`config.mk`:
```
export PLATFORM = sky130hd
export DESIGN_NAME = gb_mixer
export DESIGN_NICKNAME = d
export VERILOG_FILES = /design/src/rtl/gb_mixer.sv
export SDC_FILE = /design/constraint.sdc
export NUM_CORES = 1
export LEC_CHECK = 0
export BUFFER_PORTS_ARGS = -buffer_cell sky130_fd_sc_hd__buf_2
export CORE_MARGIN = 3
export CORE_UTILIZATION = 50
export DETAILED_ROUTE_END_ITERATION = 16
export GPL_TIMING_DRIVEN = 0
export PLACE_DENSITY = 0.7
export SETUP_SLACK_MARGIN = 0.02
export SLEW_MARGIN = 25
export SYNTH_ARGS = -nofsm -noshare
export SYNTH_HDL_FRONTEND = slang
export SYNTH_SLANG_ARGS = --single-unit
export TNS_END_PERCENT = 30
```
`constraint.sdc`:
```
create_clock -name clk -period 6.2 [get_ports clk]
set_clock_uncertainty 0.05 [all_clocks]
set_input_delay 1.86 -clock clk [delete_from_list [all_inputs] [get_ports clk]]
set_output_delay 1.86 -clock clk [all_outputs]
set_load 0.02 [all_outputs]
```
`src/rtl/gb_mixer.sv`:
```
`default_nettype none
// ============================================================================
//  Module      : gb_mixer
//  Description : APU output mixer. Gates and pans the four channel levels,
//                applies master volume, and emits registered left/right
//                samples at a fixed rate with a one-cycle valid strobe. A
//                first-order sigma-delta modulator per side produces a 1-bit
//                DAC bitstream for direct pin output.
//  Revision    : 1.0 - initial release
// ============================================================================
module gb_mixer #(
  parameter int SAMPLE_DIV = 95
) (
  input  logic       clk,
  input  logic       reset,
  input  logic       apu_enable,
  input  logic [3:0] ch1_level,
  input  logic [3:0] ch2_level,
  input  logic [3:0] ch3_level,
  input  logic [3:0] ch4_level,
  input  logic [3:0] ch_enable,
  input  logic [7:0] nr51,
  input  logic [7:0] nr50,
  output logic [8:0] sample_left,
  output logic [8:0] sample_right,
  output logic       sample_valid,
  output logic       dac_left,
  output logic       dac_right
);

  localparam logic [15:0] DIV_LAST = 16'(SAMPLE_DIV - 1);

  // Sample-rate divider
  logic [15:0] div_q, div_d;
  logic        w_tick;

  // Stage 1: panned sums, plus a flag marking that stage 1 just loaded
  logic [5:0]  sum_l_q, sum_l_d;
  logic [5:0]  sum_r_q, sum_r_d;
  logic        s1_valid_q, s1_valid_d;

  // Stage 2: volume-scaled samples and their strobe
  logic [8:0]  sample_l_q, sample_l_d;
  logic [8:0]  sample_r_q, sample_r_d;
  logic        valid_q, valid_d;

  // Sigma-delta accumulators; bit 9 is the DAC output bit
  logic [9:0]  acc_l_q, acc_l_d;
  logic [9:0]  acc_r_q, acc_r_d;

  // Gated channel levels and helper terms
  logic [5:0]  w_g1, w_g2, w_g3, w_g4;
  logic [5:0]  w_sum_l, w_sum_r;
  logic [3:0]  w_vol_l, w_vol_r;
  logic [8:0]  w_prod_l, w_prod_r;
  logic        w_unused_vin;

  // VIN bits of NR50 have no effect on the mix
  assign w_unused_vin = nr50[7] ^ nr50[3];

  assign w_tick = (div_q == DIV_LAST);

  // Channel gating, panning sums and volume products
  always_comb begin
    w_g1 = ch_enable[0] ? {2'b00, ch1_level} : 6'd0;
    w_g2 = ch_enable[1] ? {2'b00, ch2_level} : 6'd0;
    w_g3 = ch_enable[2] ? {2'b00, ch3_level} : 6'd0;
    w_g4 = ch_enable[3] ? {2'b00, ch4_level} : 6'd0;

    w_sum_l = (nr51[4] ? w_g1 : 6'd0) + (nr51[5] ? w_g2 : 6'd0)
            + (nr51[6] ? w_g3 : 6'd0) + (nr51[7] ? w_g4 : 6'd0);
    w_sum_r = (nr51[0] ? w_g1 : 6'd0) + (nr51[1] ? w_g2 : 6'd0)
            + (nr51[2] ? w_g3 : 6'd0) + (nr51[3] ? w_g4 : 6'd0);

    // Volume codes 0..7 map to multipliers 1..8
    w_vol_l = {1'b0, nr50[6:4]} + 4'd1;
    w_vol_r = {1'b0, nr50[2:0]} + 4'd1;

    // 60 x 8 = 480 fits in 9 bits, so no clipping is needed
    w_prod_l = {3'b000, sum_l_q} * {5'b00000, w_vol_l};
    w_prod_r = {3'b000, sum_r_q} * {5'b00000, w_vol_r};
  end

  // Next-state logic for divider, both pipeline stages and the DAC
  always_comb begin
    div_d      = w_tick ? 16'd0 : div_q + 16'd1;

    sum_l_d    = sum_l_q;
    sum_r_d    = sum_r_q;
    s1_valid_d = w_tick;
    if (w_tick) begin
      sum_l_d = apu_enable ? w_sum_l : 6'd0;
      sum_r_d = apu_enable ? w_sum_r : 6'd0;
    end

    sample_l_d = sample_l_q;
    sample_r_d = sample_r_q;
    valid_d    = s1_valid_q;
    if (s1_valid_q) begin
      sample_l_d = w_prod_l;
      sample_r_d = w_prod_r;
    end

    // Carry out of the 9-bit sum lands in bit 9 and is the output bit;
    // it is dropped on the following update.
    acc_l_d = {1'b0, acc_l_q[8:0]} + {1'b0, sample_l_q};
    acc_r_d = {1'b0, acc_r_q[8:0]} + {1'b0, sample_r_q};
    if (!apu_enable) begin
      acc_l_d = 10'd0;
      acc_r_d = 10'd0;
    end
  end

  // State registers with synchronous reset
  always_ff @(posedge clk) begin
    if (reset) begin
      div_q      <= 16'd0;
      sum_l_q    <= 6'd0;
      sum_r_q    <= 6'd0;
      s1_valid_q <= 1'b0;
      sample_l_q <= 9'd0;
      sample_r_q <= 9'd0;
      valid_q    <= 1'b0;
      acc_l_q    <= 10'd0;
      acc_r_q    <= 10'd0;
    end else begin
      div_q      <= div_d;
      sum_l_q    <= sum_l_d;
      sum_r_q    <= sum_r_d;
      s1_valid_q <= s1_valid_d;
      sample_l_q <= sample_l_d;
      sample_r_q <= sample_r_d;
      valid_q    <= valid_d;
      acc_l_q    <= acc_l_d;
      acc_r_q    <= acc_r_d;
    end
  end

  assign sample_left  = sample_l_q;
  assign sample_right = sample_r_q;
  assign sample_valid = valid_q;
  assign dac_left     = acc_l_q[9];
  assign dac_right    = acc_r_q[9];

endmodule
`default_nettype wire

```
==> insert_results.sql, run 1 <==
INSERT INTO impl_metrics (metric_group, metric, value, unit) VALUES
('global_route', 'grt_pass1_wl', '17800', 'um'),
('final_layout', 'layout-drive-gt1-share', '13.6', '%'),
('global_route', 'antenna_violations_before_repair', '0', ''),
('floorplan', 'design.die.area', '0.0115', 'mm2'),
('final_layout', 'number_of_inserted_diodes', '0', ''),
('floorplan', 'floorplan.core_area', '0.00986', 'mm2'),
('routing', 'ant_nets', '0', ''),
('global_route', 'overflow_left_after_global_routing', '0', ''),
('final_layout', 'finalNetCount', '762', ''),
('placement', 'numPortBuffers', '57', ''),
('floorplan', 'start_util', '51.9', '%'),
('setup_path', 'critical_path_peak_fanout', '8', ''),
('pwr', 'power_switching_share', '25.7', '%'),
('global_route', 'groute.usage.overall', '18.9', '%'),
('routing', 'detail_route.first_pass.iterations', '4', ''),
('synth', 'asyncSetResetFlopFracSynth', '0', '%'),
('clock_network', 'numClockSinks', '68', ''),
('synth', 'synth.top_cell.area_share', '26.6', '%'),
('clock_network', 'clock_latency', '350', 'ps'),
('synth', 'yosys.area.top_type', 'dfxtp_1', ''),
('timing', 'setup-violations-final', '0', ''),
('setup_path', 'r2r_setup_slack', '2970', 'ps'),
('clock_network', 'cts_tree', 'done', ''),
('clock_network', 'cts.repair.resized', '0', ''),
('pwr', 'p_comb_share', '9.9', '%'),
('clock_network', 'worst_case_clock_buffer_depth', '2', ''),
('synth', 'synth_seq_cells', '68', ''),
('setup_path', 'timing.critical_path.max_delay_family', 'adder cells', ''),
('routing', 'wl_per_cell', '13.1', 'um'),
('clock_network', 'h-tree-depth', '3', ''),
('setup_path', 'cp_slowest_stage_delay', '540', 'ps'),
('routing', 'detailedRoute.firstIterationViolations', '160', ''),
('synth', 'syn_area', '0.00512', 'mm2'),
('final_layout', 'multi_input_comb_area', '0.00348', 'mm2'),
('final_layout', 'num-fill-cells', '871', ''),
('placement', 'postPlaceCellArea', '0.00557', 'mm2'),
('synth', 'ys_dominant_reg_cell', 'dfxtp_1', ''),
('setup_path', 'arrival', '5190', 'ps'),
('synth', 'synthDistinctLibCells', '49', ''),
('final_layout', 'finish.instance_area', '0.00576', 'mm2'),
('timing', 'worst_pin_slew', '534', 'ps'),
('synth', 'synthesis.instances', '565', ''),
('setup_path', 'critPathBufInv', '2', ''),
('placement', 'finalWeightedCongestion', '0.883', ''),
('floorplan', 'floorplan.rows', '36', ''),
('routing', 'routed_wirelength', '10100', 'um'),
('timing', 'drv_slew', '0', ''),
('timing', 'layout_worst_path_cycle_share', '81.3', '%'),
('pwr', 'p_int', '0.000657', 'W'),
('clock_network', 'post_cts.repair.setup_buffers', '0', ''),
('synth', 'yosysSeqAreaShare', '26.6', '%'),
('placement', 'detailed_place_hpwl', '8280', 'um'),
('floorplan', 'pin_count', '60', ''),
('hold_path', 'min-delay-path-class', 'reg2reg', ''),
('synth', 'yosys-top-cells-area', 'dfxtp_1, ha_1, fa_1', ''),
('global_route', 'first_global_vias', '3954', ''),
('timing', 'report.final.hold_viol_count', '0', ''),
('floorplan', 'die_height', '107', 'um'),
('pwr', 'power.net_switching', '0.000227', 'W'),
('pwr', 'power.share.sequential', '49.9', '%'),
('routing', 'num_vias', '4013', ''),
('pwr', 'power.static_leakage', '2.83', 'nW'),
('floorplan', 'die-width', '107', 'um'),
('run_status', 'run_status', 'complete, no violations', ''),
('clock_network', 'clk_transition_reported_paths', '70', 'ps'),
('final_layout', 'layout.area.seq', '0.00136', 'mm2'),
('routing', 'post_drt_via_cell_ratio', '5.20', ''),
('pwr', 'vdd_drop_max', '0.0000811', 'V'),
('setup_path', 'critical_path.most_common_cell', 'fa_1', ''),
('job', 'cap_viol_max_count', '0', ''),
('timing', 'achievable-frequency', '0.198', 'GHz');
[logic make-up (layout without fill, tap and decap cells)]
kind of cell               after synthesis  count (layout)  share of synthesized area (%)
buffers and inverters                   70             143                           5.50
and+or+nand+nor                        221             221                           23.8
muxes                                    8               8                           1.56
adders and majority gates               90              90                           27.0
AOI/OAI and AO/OA                       72              72                           9.45
xor gates and xnor gates                36              36                           6.16
DFF                                     68              68                           26.6
[power by group through the flow]
stage                     registers, W  clock network (W)  logic [W]
after floorplan               0.000451                  0  0.0000550
after global placement        0.000451                  0  0.0000849
after detailed placement      0.000451                  0  0.0000878
after CTS                     0.000441           0.000361  0.0000885
after global routing          0.000441           0.000380   0.000102
final                         0.000441           0.000356  0.0000872
[flip-flops by register name, summed over array words and instances, names as in the netlist]
| signal | count |
|---|---|
| sample_valid | 1 |
| s1_valid_q | 1 |
| sum_r_q | 6 |
| sample_left | 9 |
| div_q | 16 |
| sum_l_q | 6 |
| acc_l_q | 10 |
| acc_r_q | 10 |
| sample_right | 9 |
[layout by cell type (no fill, tap or decap), types with 3 or more instances in the layout]
master	count
clkbuf_8	9
nand2_1	39
fa_1	34
or3_1	3
inv_1	56
a211oi_1	3
a22o_1	10
o21ai_0	11
nand2b_1	19
nor3_1	5
dfxtp_1	68
nand3b_1	4
clkinv_2	3
a21oi_1	17
nor2b_1	15
nor2_1	46
ha_1	56
and2_1	18
and3_1	23
nand3_1	25
o22ai_1	3
clkbuf_1	10
xor2_1	15
buf_2	59
xnor2_1	21
mux2i_1	8
a21o_1	10
nand4_1	7
nor3b_1	5
a31oi_1	4
o311ai_0	3
[worst reg2reg max path: stages, from the launching register on]
cell and delay [ps]:
dfxtp_1 410, nand2_1 110, fa_1 510, fa_1 540
inv_1 60, fa_1 480, a211o_1 300, a21o_1 180
a21oi_1 190, or3_1 130, o311ai_0 110
[final timing paths]
check	to	cells past startpoint	startpoint
worst min-delay path	sum_r_q[5]$_SDFFE_PP0P_	2	sum_r_q[5]$_SDFFE_PP0P_
worst min register to register	sum_r_q[5]$_SDFFE_PP0P_	2	sum_r_q[5]$_SDFFE_PP0P_
worst max-delay path	sample_left[8]$_SDFFE_PP0P_	13	nr50[4]
worst max register to register	sample_left[8]$_SDFFE_PP0P_	10	sum_l_q[0]$_SDFFE_PP0P_
[cells in the mapped netlist, types with 3 or more instances]
cell / n
or3_1: 3
nor2b_1: 15
nand3b_1: 4
xor2_1: 15
ha_1: 56
dfxtp_1: 68
and2_1: 18
xnor2_1: 21
fa_1: 34
o311ai_0: 3
nor2_1: 46
a21o_1: 10
mux2i_1: 8
a211oi_1: 3
nand2b_1: 19
nor3b_1: 5
inv_1: 56
o22ai_1: 3
nor3_1: 5
nand2_1: 39
a21oi_1: 17
o21ai_0: 11
and3_1: 23
a22o_1: 10
nand3_1: 25
a31oi_1: 4
nand4_1: 7
clkbuf_1: 8
[through the flow]
| stage | utilization [%] | power [W] | setup slack [ps] | cells |
|---|---|---|---|---|
| global placement | 56.5 | 0.000536 | 846 | 755 |
| CTS | 58.4 | 0.000891 | 1180 | 771 |
| finish | 58.4 | 0.000884 | 1160 | 771 |
| floorplan | - | 0.000506 | 1220 | 565 |
| detailed placement | 56.5 | 0.000539 | 815 | 755 |
| global route | 58.4 | 0.000923 | 1000 | 771 |
[final cells by class]
cell class / count / share of cell area, %
Buffer: 14 / 1.24
Clock buffer: 11 / 2.28
Clock inverter: 5 / 0.913
Inverter: 56 / 3.65
Multi-Input combinational cell: 427 / 60.4
Sequential cell: 68 / 23.6
Tap cell: 133 / 2.89
Timing Repair Buffer: 57 / 4.95
[routing by layer]
layer | GRT usage, % | wire length (um) | share of wire, % | vias up
li1 | - | - | - | 2050
met1 | 23.5 | 4510 | 45 | 1872
met2 | 33.2 | 4960 | 49 | 77
met3 | 2.89 | 417 | 4.1 | 14
met4 | 6.85 | 192 | 1.9 | 0
met5 | 0 | 0 | 0 | -
Power figures use the tool's default switching activity.
==> run 2: changes to the inputs <==
--- a/config.mk
+++ b/config.mk
@@ -10,7 +10,7 @@
 export CORE_UTILIZATION = 50
 export DETAILED_ROUTE_END_ITERATION = 16
 export GPL_TIMING_DRIVEN = 0
-export PLACE_DENSITY = 0.7
+export PLACE_DENSITY = 0.73
 export SETUP_SLACK_MARGIN = 0.02
 export SLEW_MARGIN = 25
 export SYNTH_ARGS = -nofsm -noshare
==> constraint.sdc (replaced) <==
create_clock -name clk -period 4.5 [get_ports clk]
set_clock_uncertainty 0.05 [all_clocks]
set_input_delay 1.35 -clock clk [delete_from_list [all_inputs] [get_ports clk]]
set_output_delay 1.35 -clock clk [all_outputs]
set_load 0.02 [all_outputs]
==> run 2 against run 1 <==
Net effect:
- sequential cell count is the same
- largest power group is now the clock network
- setup slack lost 980 ps
- sequential power grew 38%
==> insert_results.sql, run 2 (same netlist as run 1, synthesis figures left out) <==
INSERT INTO impl_metrics (metric_group, metric, value, unit) VALUES
('routing', 'wl_per_cell', '13.1', 'um'),
('pwr', 'p_comb_share', '9.1', '%'),
('setup_path', 'crit_path_cell_trace', 'buf_2 > ha_1 > xor2_2 > nand2_1 > fa_1 > fa_1 > inv_1 > fa_2 > a211o_1 > a21o_1 > a21oi_1 > or3_1 > o311ai_0', ''),
('floorplan', 'floorplan.rows', '36', ''),
('routing', 'num_vias', '4031', ''),
('timing', 'worst_hold_slack', '451', 'ps'),
('final_layout', 'finish.instance_area', '0.00586', 'mm2'),
('pwr', 'power_switching_share', '23.0', '%'),
('placement', 'detailed_place_hpwl', '8300', 'um'),
('routing', 'post_drt_via_cell_ratio', '5.22', ''),
('pwr', 'power.net_switching', '0.000311', 'W'),
('setup_path', 'reg2reg_from', 'sum_l_q[0]$_SDFFE_PP0P_', ''),
('routing', 'routed_wirelength', '10100', 'um'),
('timing', 'timing.final.crit_period', '4320', 'ps'),
('setup_path', 'worst_ep_required_time', '4660', 'ps'),
('timing', 'layout_worst_path_cycle_share', '96.1', '%'),
('timing', 'drv_slew', '0', ''),
('clock_network', 'worst_case_clock_buffer_depth', '2', ''),
('clock_network', 'quantity_of_hold_fixing_buffers_added_after_cts', '0', ''),
('job', 'cap_viol_max_count', '0', ''),
('final_layout', 'fin_cells', '772', ''),
('clock_network', 'numClockSinks', '68', ''),
('global_route', 'grt_max_degree', '13', ''),
('timing', 'grt_setup_unrepaired', 'false', ''),
('setup_path', 'cp_slowest_stage_delay', '540', 'ps'),
('routing', 'ant_nets', '0', ''),
('placement', 'dpl_worst_slack', '-413', 'ps'),
('pwr', 'vdd_drop_max', '0.000126', 'V'),
('setup_path', 'end_kind', 'flop', ''),
('placement', 'numPortBuffers', '57', ''),
('final_layout', 'number_of_inserted_diodes', '0', ''),
('setup_path', 'critical_path.most_common_cell', 'fa_1', ''),
('pwr', 'p_int', '0.00104', 'W'),
('final_layout', 'regMostFlops', 'div_q', ''),
('timing', 'report.final.hold_viol_count', '0', ''),
('final_layout', 'largest_reg_flops', '16', ''),
('floorplan', 'start_util', '51.9', '%'),
('clock_network', 'clk_transition_reported_paths', '80', 'ps'),
('clock_network', 'cts_tree', 'done', ''),
('timing', 'achievable-frequency', '0.231', 'GHz'),
('clock_network', 'clock_tree.root_cell', 'clkbuf_8', ''),
('setup_path', 'slowest_stage_cell_crit_path', 'fa_1', ''),
('setup_path', 'critical_path_peak_fanout', '8', ''),
('routing', 'post-route-drc-count', '0', ''),
('placement', 'finalWeightedCongestion', '0.856', ''),
('global_route', 'grt_pass1_wl', '17700', 'um'),
('placement', 'numPlacedInstances', '755', ''),
('pwr', 'cellPowerDensity', '230', 'mW/mm2'),
('routing', 'detailedRoute.firstIterationViolations', '160', ''),
('global_route', 'groute.usage.overall', '18.7', '%'),
('final_layout', 'syn_to_final_growth', '14.3', '%'),
('clock_network', 'clock_latency', '350', 'ps'),
('floorplan', 'design.die.area', '0.0115', 'mm2'),
('floorplan', 'die-width', '107', 'um'),
('clock_network', 'h-tree-depth', '3', ''),
('final_layout', 'multi_input_comb_area', '0.00350', 'mm2'),
('setup_path', 'arrival', '4480', 'ps'),
('routing', 'detail_route.first_pass.iterations', '4', ''),
('final_layout', 'largestRegisters', 'div_q (16), acc_l_q (10), acc_r_q (10)', ''),
('run_status', 'run_status', 'complete, no violations', ''),
('setup_path', 'worstSetupStartpointType', 'primary input', ''),
('pwr', 'power.static_leakage', '2.86', 'nW'),
('setup_path', 'worst-r2r-cell-count', '10', ''),
('pwr', 'clkPwrFrac', '45.9', '%'),
('timing', 'timing.slew.headroom', '63.8', '%'),
('final_layout', 'finalNetCount', '763', ''),
('setup_path', 'r2r_setup_slack', '1360', 'ps'),
('final_layout', 'num-fill-cells', '850', ''),
('pwr', 'post-layout-total-power', '0.00135', 'W'),
('final_layout', 'layout.area.seq', '0.00136', 'mm2'),
('floorplan', 'pin_count', '60', ''),
('clock_network', 'numCtsBuffers', '9', ''),
('setup_path', 'setup.worst_path.end', 'sample_left[8]$_SDFFE_PP0P_', ''),
('global_route', 'first_global_vias', '4042', ''),
('timing', 'worst_pin_slew', '543', 'ps'),
('timing', 'fin_ws', '178', 'ps'),
('timing', 'setup-violations-final', '0', ''),
('floorplan', 'die_height', '107', 'um'),
('placement', 'postPlaceCellArea', '0.00557', 'mm2'),
('global_route', 'antenna_violations_before_repair', '0', ''),
('setup_path', 'crit_path_start', 'nr50[4]', ''),
('setup_path', 'crit-reg2reg-capture', 'sample_left[8]$_SDFFE_PP0P_', ''),
('floorplan', 'floorplan.core_area', '0.00986', 'mm2'),
('setup_path', 'path_class', 'in2reg', ''),
('hold_path', 'min-delay-path-class', 'reg2reg', ''),
('global_route', 'overflow_left_after_global_routing', '0', ''),
('final_layout', 'layout-drive-gt1-share', '14.7', '%'),
('final_layout', 'layout.cells.most_common_list', 'dfxtp_1, buf_2, inv_1', ''),
('pwr', 'power.share.sequential', '45.1', '%'),
('final_layout', 'mostFrequentLayoutCell', 'dfxtp_1', '');
## run 2: cell count changes in the layout (fill, tap and decap cells not counted), moves of 2 or more
cell / before / now
buf_4: 2 / 4
clkbuf_1: 10 / 7
bufinv_16: 1 / 3
clkinv_2: 3 / 1
## run 2: area by class of cell
type / instances / share of cell area, %
plain buffers: 13 / 1.15
clock buffers: 10 / 2.35
multi-input cells: 427 / 59.8
clock inverters: 6 / 1.90
inverters: 56 / 3.59
well taps: 133 / 2.84
flip-flops and latches: 68 / 23.2
repair buffers: 59 / 5.13
## run 2: repair_timing
item,in CTS,in global routing
resized for setup,1,2
pin swaps,0,1
endpoints found under the hold margin,0,0
buffers inserted,0,2
setup endpoints to repair,1,1
## run 2: worst min-delay path by stage
| stage | slack [ps] | to | start | cells past startpoint |
|---|---|---|---|---|
| global placement | 430 | sample_left[0]$_SDFFE_PP0P_ | sample_left[0]$_SDFFE_PP0P_ | 2 |
| CTS | 450 | sample_left[0]$_SDFFE_PP0P_ | sample_left[0]$_SDFFE_PP0P_ | 2 |
| finish | 450 | sample_left[0]$_SDFFE_PP0P_ | sample_left[0]$_SDFFE_PP0P_ | 2 |
| detailed placement | 440 | sample_left[0]$_SDFFE_PP0P_ | sample_left[0]$_SDFFE_PP0P_ | 2 |
| global route | 480 | sample_left[0]$_SDFFE_PP0P_ | sample_left[0]$_SDFFE_PP0P_ | 2 |
| floorplan | 400 | sum_r_q[5]$_SDFFE_PP0P_ | sum_r_q[5]$_SDFFE_PP0P_ | 2 |
## run 2: metrics by stage
stage                     setup TNS, ps  utilization, %
after floorplan                       0               -
after global placement             -389            56.5
after detailed placement           -577            56.5
after CTS                             0            59.1
after global routing                  0            59.4
final                                 0            59.4
## run 2: metal layers
metal / track usage [%] / wire length [um] / share of wire (%) / vias up
met1: 22.9 / 4590 / 45 / 1896
met3: 3.91 / 379 / 3.8 / 14
met4: 5.48 / 165 / 1.6 / 0
met2: 33.1 / 4960 / 49 / 71
met5: 0 / 0 / 0 / -
li1: - / - / - / 2050
## run 2: worst max-delay path, delay by kind of cell
family                   cells  cell delay, ps
AO/OA/AOI/OAI                4             780
XOR/XNOR                     1             210
adder cells (fa/ha/maj)      4            1680
buffers and inverters        2             220
AND/OR/NAND/NOR              2             240
## run 2: power groups by stage
stage | sequential, W | combinational [W] | clock, W
3_5_place_dp | 0.000621 | 0.000121 | 0
2_1_floorplan | 0.000621 | 0.0000758 | 0
3_3_place_gp | 0.000621 | 0.000117 | 0
5_1_grt | 0.000608 | 0.000143 | 0.000656
6_report | 0.000608 | 0.000122 | 0.000618
4_1_cts | 0.000607 | 0.000122 | 0.000634
